<file path="src/rtl/alu_req_arbiter.sv">
// alu_req_arbiter: round-robin arbiter sharing the ALU units between two requesters,
// sequencing clock-gate wake-up, unit enable, result wait with timeout, and response.
module alu_req_arbiter #(
  parameter int DATA_W  = 8,
  parameter int OUT_W   = 16,
  parameter int TIMEOUT = 4
) (
  input  logic              clk,
  input  logic              rst,
  input  logic              req0_valid_i,
  input  logic              req1_valid_i,
  output logic              req0_ready_o,
  output logic              req1_ready_o,
  input  logic [DATA_W-1:0] req0_a_i,
  input  logic [DATA_W-1:0] req0_b_i,
  input  logic [DATA_W-1:0] req1_a_i,
  input  logic [DATA_W-1:0] req1_b_i,
  input  logic [3:0]        req0_fun_i,
  input  logic [3:0]        req1_fun_i,
  output logic              resp0_valid_o,
  output logic              resp1_valid_o,
  output logic [OUT_W-1:0]  resp_data_o,
  output logic              resp_err_o,
  output logic [DATA_W-1:0] alu_a_o,
  output logic [DATA_W-1:0] alu_b_o,
  output logic [1:0]        alu_fun_o,
  output logic [3:0]        alu_en_o,
  input  logic [OUT_W-1:0]  alu_out_i,
  input  logic              alu_flag_i,
  output logic              gate_en_o
);
  localparam int CW = $clog2(TIMEOUT + 1);
  typedef enum logic [2:0] {IDLE, WAKE, ISSUE, WAIT, RESP} state_t;
  state_t state_q, state_d;
  logic [CW-1:0] cnt_q, cnt_d;
  logic last_q, last_d, id_q, id_d;
  logic [DATA_W-1:0] a_q, a_d, b_q, b_d;
  logic [3:0] fun_q, fun_d;
  logic [OUT_W-1:0] data_q, data_d;
  logic err_q, err_d;
  logic grant, win;
  assign grant = state_q == IDLE && !rst && (req0_valid_i || req1_valid_i);
  assign win = (req0_valid_i && req1_valid_i) ? !last_q : req1_valid_i;
  always_comb begin
    state_d = state_q;
    cnt_d = cnt_q;
    last_d = last_q;
    id_d = id_q;
    a_d = a_q;
    b_d = b_q;
    fun_d = fun_q;
    data_d = data_q;
    err_d = err_q;
    case (state_q)
      IDLE: if (grant) begin
        state_d = WAKE;
        last_d = win;
        id_d = win;
        a_d = win ? req1_a_i : req0_a_i;
        b_d = win ? req1_b_i : req0_b_i;
        fun_d = win ? req1_fun_i : req0_fun_i;
      end
      WAKE: state_d = ISSUE;
      ISSUE: begin
        cnt_d = '0;
        state_d = WAIT;
      end
      WAIT: if (alu_flag_i) begin
        data_d = alu_out_i;
        err_d = 1'b0;
        state_d = RESP;
      end else begin
        cnt_d = cnt_q + 1'b1;
        if (cnt_d == CW'(TIMEOUT)) begin
          data_d = '0;
          err_d = 1'b1;
          state_d = RESP;
        end
      end
      RESP: state_d = IDLE;
      default: state_d = IDLE;
    endcase
  end
  // last_q resets to 1 (req1 "granted last") so req0 is favoured out of reset
  always_ff @(posedge clk)
    if (rst) begin
      state_q <= IDLE;
      cnt_q <= '0;
      last_q <= 1'b1;
      id_q <= 1'b0;
      a_q <= '0;
      b_q <= '0;
      fun_q <= '0;
      data_q <= '0;
      err_q <= 1'b0;
    end else begin
      state_q <= state_d;
      cnt_q <= cnt_d;
      last_q <= last_d;
      id_q <= id_d;
      a_q <= a_d;
      b_q <= b_d;
      fun_q <= fun_d;
      data_q <= data_d;
      err_q <= err_d;
    end
  assign req0_ready_o = grant && !win;
  assign req1_ready_o = grant && win;
  assign alu_en_o = (state_q == ISSUE || state_q == WAIT) ? 4'b0001 << fun_q[3:2] : 4'b0000;
  assign alu_fun_o = fun_q[1:0];
  assign alu_a_o = a_q;
  assign alu_b_o = b_q;
  assign gate_en_o = state_q != IDLE;
  assign resp0_valid_o = state_q == RESP && !id_q;
  assign resp1_valid_o = state_q == RESP && id_q;
  assign resp_data_o = data_q;
  assign resp_err_o = err_q;
endmodule

</file>
<file path="config.mk">
export PLATFORM = sky130hd
export DESIGN_NAME = alu_req_arbiter
export DESIGN_NICKNAME = d
export VERILOG_FILES = /design/src/rtl/alu_req_arbiter.sv
export SDC_FILE = /design/constraint.sdc
export NUM_CORES = 1
export LEC_CHECK = 0
export CORE_UTILIZATION = 35
export CTS_CLUSTER_DIAMETER = 60
export DETAILED_ROUTE_END_ITERATION = 7
export HOLD_SLACK_MARGIN = 0.02
export PLACE_DENSITY = 0.7
export REMOVE_ABC_BUFFERS = 1
export SLEW_MARGIN = 15
export SYNTH_ARGS = -nofsm -noshare
export SYNTH_HDL_FRONTEND = slang
export SYNTH_SLANG_ARGS = --single-unit
</file>
<file path="constraint.sdc">
create_clock -name clk -period 2.5 [get_ports clk]
set_input_delay 0.5 -clock clk [delete_from_list [all_inputs] [get_ports clk]]
set_output_delay 0.5 -clock clk [all_outputs]
set_load 0.005 [all_outputs]
</file>
==> results.md, run 1 <==
- Outcome: finished, final reports clean
- R2R depth: 4
- CTS H-tree lvls: 2
- CTS root buffer: clkbuf_8
- Die extent in y: 82.8 um
- Synth Register Bits: 45
- Final setup viols: 0
- Max Transition Viols Final: 0
- DRC violations left: 0
- CP arrival: 1.82 ns
- Syn_area_per_cell: 8.96 sq um
- First-pass GRT wire length: 10300 um
- Vias in the first global route: 2164
- Setup Skew: 0.00805 ns
- Max-cap violations: 0
- Routed Antenna Nets: 0
- Hold endpoint: resp_err_o
- Number of fill cells: 596
- Post-synth EDFFs: 0
- Number of buffers created by CTS: 5
- Critical Path Start: state_q[2]
- Clock transition at the registers of the reported paths: 0.08 ns
- RSZ-0062 raised after global routing: no
- CP endpoint kind: output port
- Main synth FF type: dfxtp_1
- Register share of total power: 44.0%
- IO Port Bufs: 104
- DRT iter0 DRCs: 72
- Flip-flop and latch area: 901 sq um
- Setup CP Type: flip-flop to output port
- Pin count of the biggest net entering global routing: 46
- Pint: 1.40 mW
- Worst Hold Depth: 1
- Initial Util: 36.2%
- Sw frac: 26.5%
- NetSw: 0.503 mW
- Post-Syn Instances: 255
- Final std cells w/o fill: 433
- Die width: 82.8 um
- CTS Buffer Depth: 2
- CTS Sinks: 45
- Vias/cell: 5.24
- Top-Level Pins: 105
- Critical Path RT: 2.00 ns
- First drt pass iteration count: 6
- Clock latency on the worst-skew pair: 0.29 ns
- Post-Syn Area: 2290 sq um
- Total Routed Length: 6300 um
- Initial antenna violation count: 0
- Combinational power share: 27.0%
- Seq/Total Area, Yosys: 39.4%
- Worst r2r src: cnt_q[0]
- # rows: 29
- Worst Hold Class: flip-flop to flip-flop
- Core footprint: 6310 sq um
- # nets final: 418
- Pwr Total: 1.90 mW
- Layout cells sized above 1: 10.7%
- Yosys warnings: 0
- Antenna Cells: 0
- Rel. slew slack: 40.7%
- GRT overflow: 0
- Gpl congestion: 0.741
- Gr usage total: 18.1%
- R2R Path End: resp_err_o
- Critical path launch point type: flip-flop
- Async S/R FF share, synth: 0%
- DR WL/cell: 14.6 um
- Final Hold Viols: 0
- Crit share post-route: 92.9%
- Routed vias: 2270
- Reg2reg setup slack: 0.74 ns
- Worst-path fanout max: 10
- Setup Buffers After CTS: 0
- Power Dens Cells: 540 nW/um^2
- Worst vdd ir: 262 uV
- Count of cell types in the netlist: 41
- CTS tree: yes
- Hold WS: 0.475 ns
- Clock power frac: 29.0%
- Static Leak: 1.29 nW
- Area Overhead vs Synth: 53.9%
- Slew @ Worst Pin: 0.885 ns
- Fmax: 430 MHz
- Hold Startpoint: resp_err_o
- Final worst path period need: 2.32 ns
- DP Cell Count: 425
- Hold buffers post-CTS: 0
- Detailed Place HPWL: 4440 um
- Die ar.: 6860 sq um
- Area occupied by multi-input gates: 1170 sq um
==> cell type report <==
cell class / count / area share (%)
Tap cell: 77 / 2.74
Timing Repair Buffer: 118 / 32.6
Inverter: 23 / 2.45
Multi-Input combinational cell: 162 / 33.4
Sequential cell: 45 / 25.6
Clock buffer: 6 / 2.06
Clock inverter: 2 / 1.10
==> worst max-delay path, cell delays in order (launching register included) <==
cell	delay, ns
dfxtp_1	0.33
buf_4	0.17
nand2b_1	0.26
nor3b_1	0.24
clkdlybuf4s50_1	0.53
==> timing repair <==
action / 4_1_cts / 5_1_grt
endpoints found under the hold margin: 0 / 0
setup endpoints to repair: 1 / 1
cloned: 0 / 0
gates resized for setup: 1 / 1
==> cells by family after synthesis <==
group	synth area share [%]
AO/OA/AOI/OAI	29.4
flip-flops	39.4
buffers and inverters	9.47
XOR/XNOR	0.712
adder cells (fa/ha/maj)	1.09
AND/OR/NAND/NOR	19.9
==> through the flow <==
| step | cell area [sq um] | TNS [ns] | setup slack [ns] | utilization, % |
|---|---|---|---|---|
| floorplan | 2160 | 0 | 0.354 | - |
| global placement | 3400 | 0 | 0.0131 | 53.9 |
| detailed placement | 3400 | -0.00515 | -0.00515 | 53.9 |
| CTS | 3510 | 0 | 0.0581 | 55.7 |
| global route | 3520 | 0 | 0.0731 | 55.7 |
| finish | 3520 | 0 | 0.177 | 55.7 |
==> cell usage after synthesis (2+ instances only) <==
master,instances,share of area (%)
o21ai_1,2,0.44
a21oi_1,19,4.2
nand2_1,5,0.82
nor2_1,6,0.99
buf_2,11,2.4
inv_1,22,3.6
a221oi_2,10,6.6
o21a_1,4,1.3
nor3_1,24,5.3
a211oi_1,2,0.66
nand2b_1,22,6.0
a221oi_1,10,3.8
o211ai_1,17,5.6
a22oi_1,16,5.3
dfxtp_1,45,39
buf_4,4,1.3
clkbuf_1,9,1.5
nor3b_1,2,0.66
ha_1,2,1.1
and4b_1,2,0.88
==> power groups by stage <==
stage               combinational, mW  sequential (mW)  clock [mW]
floorplan                       0.187            0.857           0
global placement                0.511            0.850           0
detailed placement              0.516            0.851           0
CTS                             0.519            0.836       0.565
global route                    0.556            0.845       0.600
finish                          0.513            0.835       0.551
==> cells in the final DEF (no fill, tap or decap), types with 2 or more instances in the layout <==
cell type,Yosys,layout
nand2_1,5,5
buf_4,4,14
inv_1,22,22
dfxtp_1,45,45
a221oi_1,10,10
a221oi_2,10,10
nor2_1,6,6
a21oi_1,19,19
nor3_1,24,24
a211oi_1,2,2
clkbuf_8,0,5
o21a_1,4,4
o21ai_1,2,2
and4b_1,2,2
nor3b_1,2,2
clkdlybuf4s50_1,0,102
ha_1,2,2
nand2b_1,22,22
o211ai_1,17,17
a22oi_1,16,16
==> worst max-delay path by stage <==
stage                   endpoint  slack, ns  depth (start not counted)
floorplan             alu_a_o[1]       0.35                          4
global placement    req1_ready_o       0.01                          5
CTS                 req0_ready_o       0.06                          5
finish               alu_en_o[2]       0.18                          4
global route         alu_en_o[0]       0.07                          4
detailed placement  req1_ready_o     -0.005                          5
==> metal layers <==
metal	routed length, um	up-vias	GRT usage, %
li1	-	1130	-
met1	2780	1044	22.0
met2	2800	90	29.7
met3	673	6	7.75
met4	47	0	3.76
met5	0	-	0
==> registers in the layout, summed over array words and instances (netlist names) <==
name	flops
state_q	3
cnt_q	3
alu_b_o	8
last_q	1
alu_a_o	8
resp_data_o	16
resp_err_o	1
id_q	1
fun_q	4
Power figures use the tool's default switching activity.
==> run 2, diff against run 1 <==
--- a/config.mk
+++ b/config.mk
@@ -5,6 +5,7 @@
 export SDC_FILE = /design/constraint.sdc
 export NUM_CORES = 1
 export LEC_CHECK = 0
+export CAP_MARGIN = 25
 export CORE_UTILIZATION = 35
 export CTS_CLUSTER_DIAMETER = 60
 export DETAILED_ROUTE_END_ITERATION = 7
==> results of run 2 <==
The final DEF is identical to that of run 1; final timing and power are the same.
==> variant, RTL diff (flow settings as in run 2) <==
Set the parameter `OUT_W` to 12 (it was 16).
--- a/src/rtl/alu_req_arbiter.sv
+++ b/src/rtl/alu_req_arbiter.sv
@@ -2,7 +2,7 @@
 // sequencing clock-gate wake-up, unit enable, result wait with timeout, and response.
 module alu_req_arbiter #(
   parameter int DATA_W  = 8,
-  parameter int OUT_W   = 16,
+  parameter int OUT_W   = 12,
   parameter int TIMEOUT = 4
 ) (
   input  logic              clk,
Interface: changed (resized alu_out_i and resp_data_o); port bits go from 105 to 97. The function was not compared with the original's and may differ.
==> variant against run 2 <==
Sequential cell count decreased by 4. Core utilization is 1.8 points higher. Fmax is 0.32% higher. Final cell count is 6.9% lower. Area after synthesis is 12% lower. Total power shrank 6.1%. Cell area down 9.4%. Setup slack improved by 0.0074 ns. Routed wire length is 10% lower. Critical path type is now in2out. Critical endpoint is now req1_ready_o. Largest cell class is now non-clock buffers.
==> variant: results (changes against run 2) <==
| Metric | Value |
|---|---|
| Max_slew headroom | 63.7% (+23 points) |
| DR WL/cell | 14.1 µm (-3.3%) |
| Post-synth top area share | 40.6% (+1.2 points) |
| Reg clk slew, reported paths | 0.08 ns (about the same) |
| Pleak | 1.19 nW (-7.2%) |
| Setup Buffers After CTS | 0 (unchanged) |
| Synth warnings | 0 (unchanged) |
| Post-DP Area | 3070 µm² (-9.9%) |
| Seq/Total Area, Yosys | 40.6% (+1.2 points) |
| Share of flip-flops with an asynchronous set or reset | 0% (unchanged) |
| Top Metal Used | met4 |
| Layout cells sized above 1 | 8.16% (-2.5 points) |
| DRT Pass-1 Iters | 4 (-2) |
| Largest net degree at the start of global routing | 40 (-13%) |
| CP top delay family | buffers and inverters |
| Final Wtd Congestion | 0.731 (-1.3%) |
| Routed met2 length | 2660 µm (-5.0%) |
| DRT met1 WL | 2410 µm (-13%) |
| Post-synth top cells | dfxtp_1 (41), inv_1 (23), nor3_1 (23), nand2b_1 (21), a221oi_1 (20) |
| Post-DP HPWL | 3940 µm (-11%) |
| Hold Crit Class | reg2reg |
| Syn-to-layout area delta | 57.5% |
| Root buf cell | clkbuf_8 |
| Worst hold path cell count | 1 (unchanged) |
| Total negative slack | 0 ns (unchanged) |
| Initial antenna violation count | 0 (unchanged) |
| R2R depth | 6 (+2) |
| Max FFs per register | 12 (-4) |
| Later-pin clock latency in the skew report | around 0.30 ns |
| Skew final | 0.00670 ns (-0.00135 ns) |
| Port bufs | 96 (-7.7%) |
| Vias | 2104 (-7.3%) |
| CP max stage delay | 0.47 ns (-0.06 ns) |
| CTS HTree Levels | 2 (unchanged) |
| Maximum net fanout on the critical path | 2 (-8) |
| # diodes | 0 (unchanged) |
| Largest cells by area after synthesis | dfxtp_1 (41%), a221oi_1 (8.7%), nand2b_1 (6.5%) |
| Slowest cell on the critical path | clkdlybuf4s50_1 |
| Vias in the first global route | 2026 (-6.4%) |
| Max rail drop VDD | 0.263 mV (+0.50%) |
| Fillers | 532 (-11%) |
| Total clock buffers created by CTS | 5 (unchanged) |
| WL met3 | 539 µm (-20%) |
| Iteration-0 DRC Markers | 77 (+6.9%) |
| GRT Resource Usage Total | 19.3% (+1.2 points) |
| Outcome | complete, no violations |
| Crit path DAT | 1.82 ns (about the same) |
| First-pass GRT wire length | 9360 µm (-9.4%) |
| Synth unique cells | 36 (-12%) |
| Fin nets | 389 (-6.9%) |
| Clk buf depth | 2 (unchanged) |
==> variant: changes by cell type after synthesis, moves of 5 or more <==
cell and change:
a221oi_1 +10, a221oi_2 -10, buf_2 -6, clkbuf_1 +5
==> variant: layer usage <==
layer / global-route usage [%] / vias to the layer above
met4: 5.56 / 0
met2: 31.8 / 77
met5: 0 / -
li1: - / 1045
met3: 8.00 / 6
met1: 22.9 / 976
==> variant: path summary, 6_finish.rpt <==
path | start | to | slack (ns)
hold reg to reg | resp_err_o$_SDFFE_PP0P_ | resp_err_o$_SDFFE_PP0P_ | 0.47
setup / recovery | req1_valid_i | req1_ready_o | 0.18
hold / removal | resp_err_o$_SDFFE_PP0P_ | resp_err_o$_SDFFE_PP0P_ | 0.47
setup reg to reg | state_q[0]$_SDFFE_PP0P_ | fun_q[1]$_SDFFE_PP0P_ | 0.73
==> variant: logic make-up after synthesis <==
kind of cell / synth area share (%)
adders and majority gates: 1.24
buffers and inverters: 9.96
and+or+nand+nor: 21.5
DFF: 40.6
AOI/OAI and AO/OA: 26.2
xor gates and xnor gates: 0.433
==> variant: what timing repair did <==
action	4_1_cts	5_1_grt
endpoints found under the hold margin	0	0
setup endpoints to repair	2	0
gates resized for setup	2	0
==> variant: final cells by class <==
| cell class | count | area share, % |
|---|---|---|
| multi-input combinational | 149 | 31.5 |
| clock buffer | 6 | 2.59 |
| clock inverter | 2 | 1.18 |
| inverter | 23 | 2.71 |
| tap | 72 | 2.83 |
| timing repair buffer | 110 | 33.4 |
| sequential | 41 | 25.8 |
==> variant: per-stage QoR <==
step / worst slack [ns] / instances / total power [W]
after floorplan: -0.00918 / 213 / 0.000932
after global placement: -0.101 / 394 / 0.00123
after global routing: 0.135 / 403 / 0.00188
after CTS: 0.170 / 403 / 0.00181
final: 0.184 / 403 / 0.00178
after detailed placement: -0.105 / 395 / 0.00123
==> variant: report_power, final <==
part	switching (W)	total, W	internal [W]
combinational	0.000176	0.000449	0.000273
sequential	0.0000421	0.000764	0.000721
clock	0.000245	0.000570	0.000325
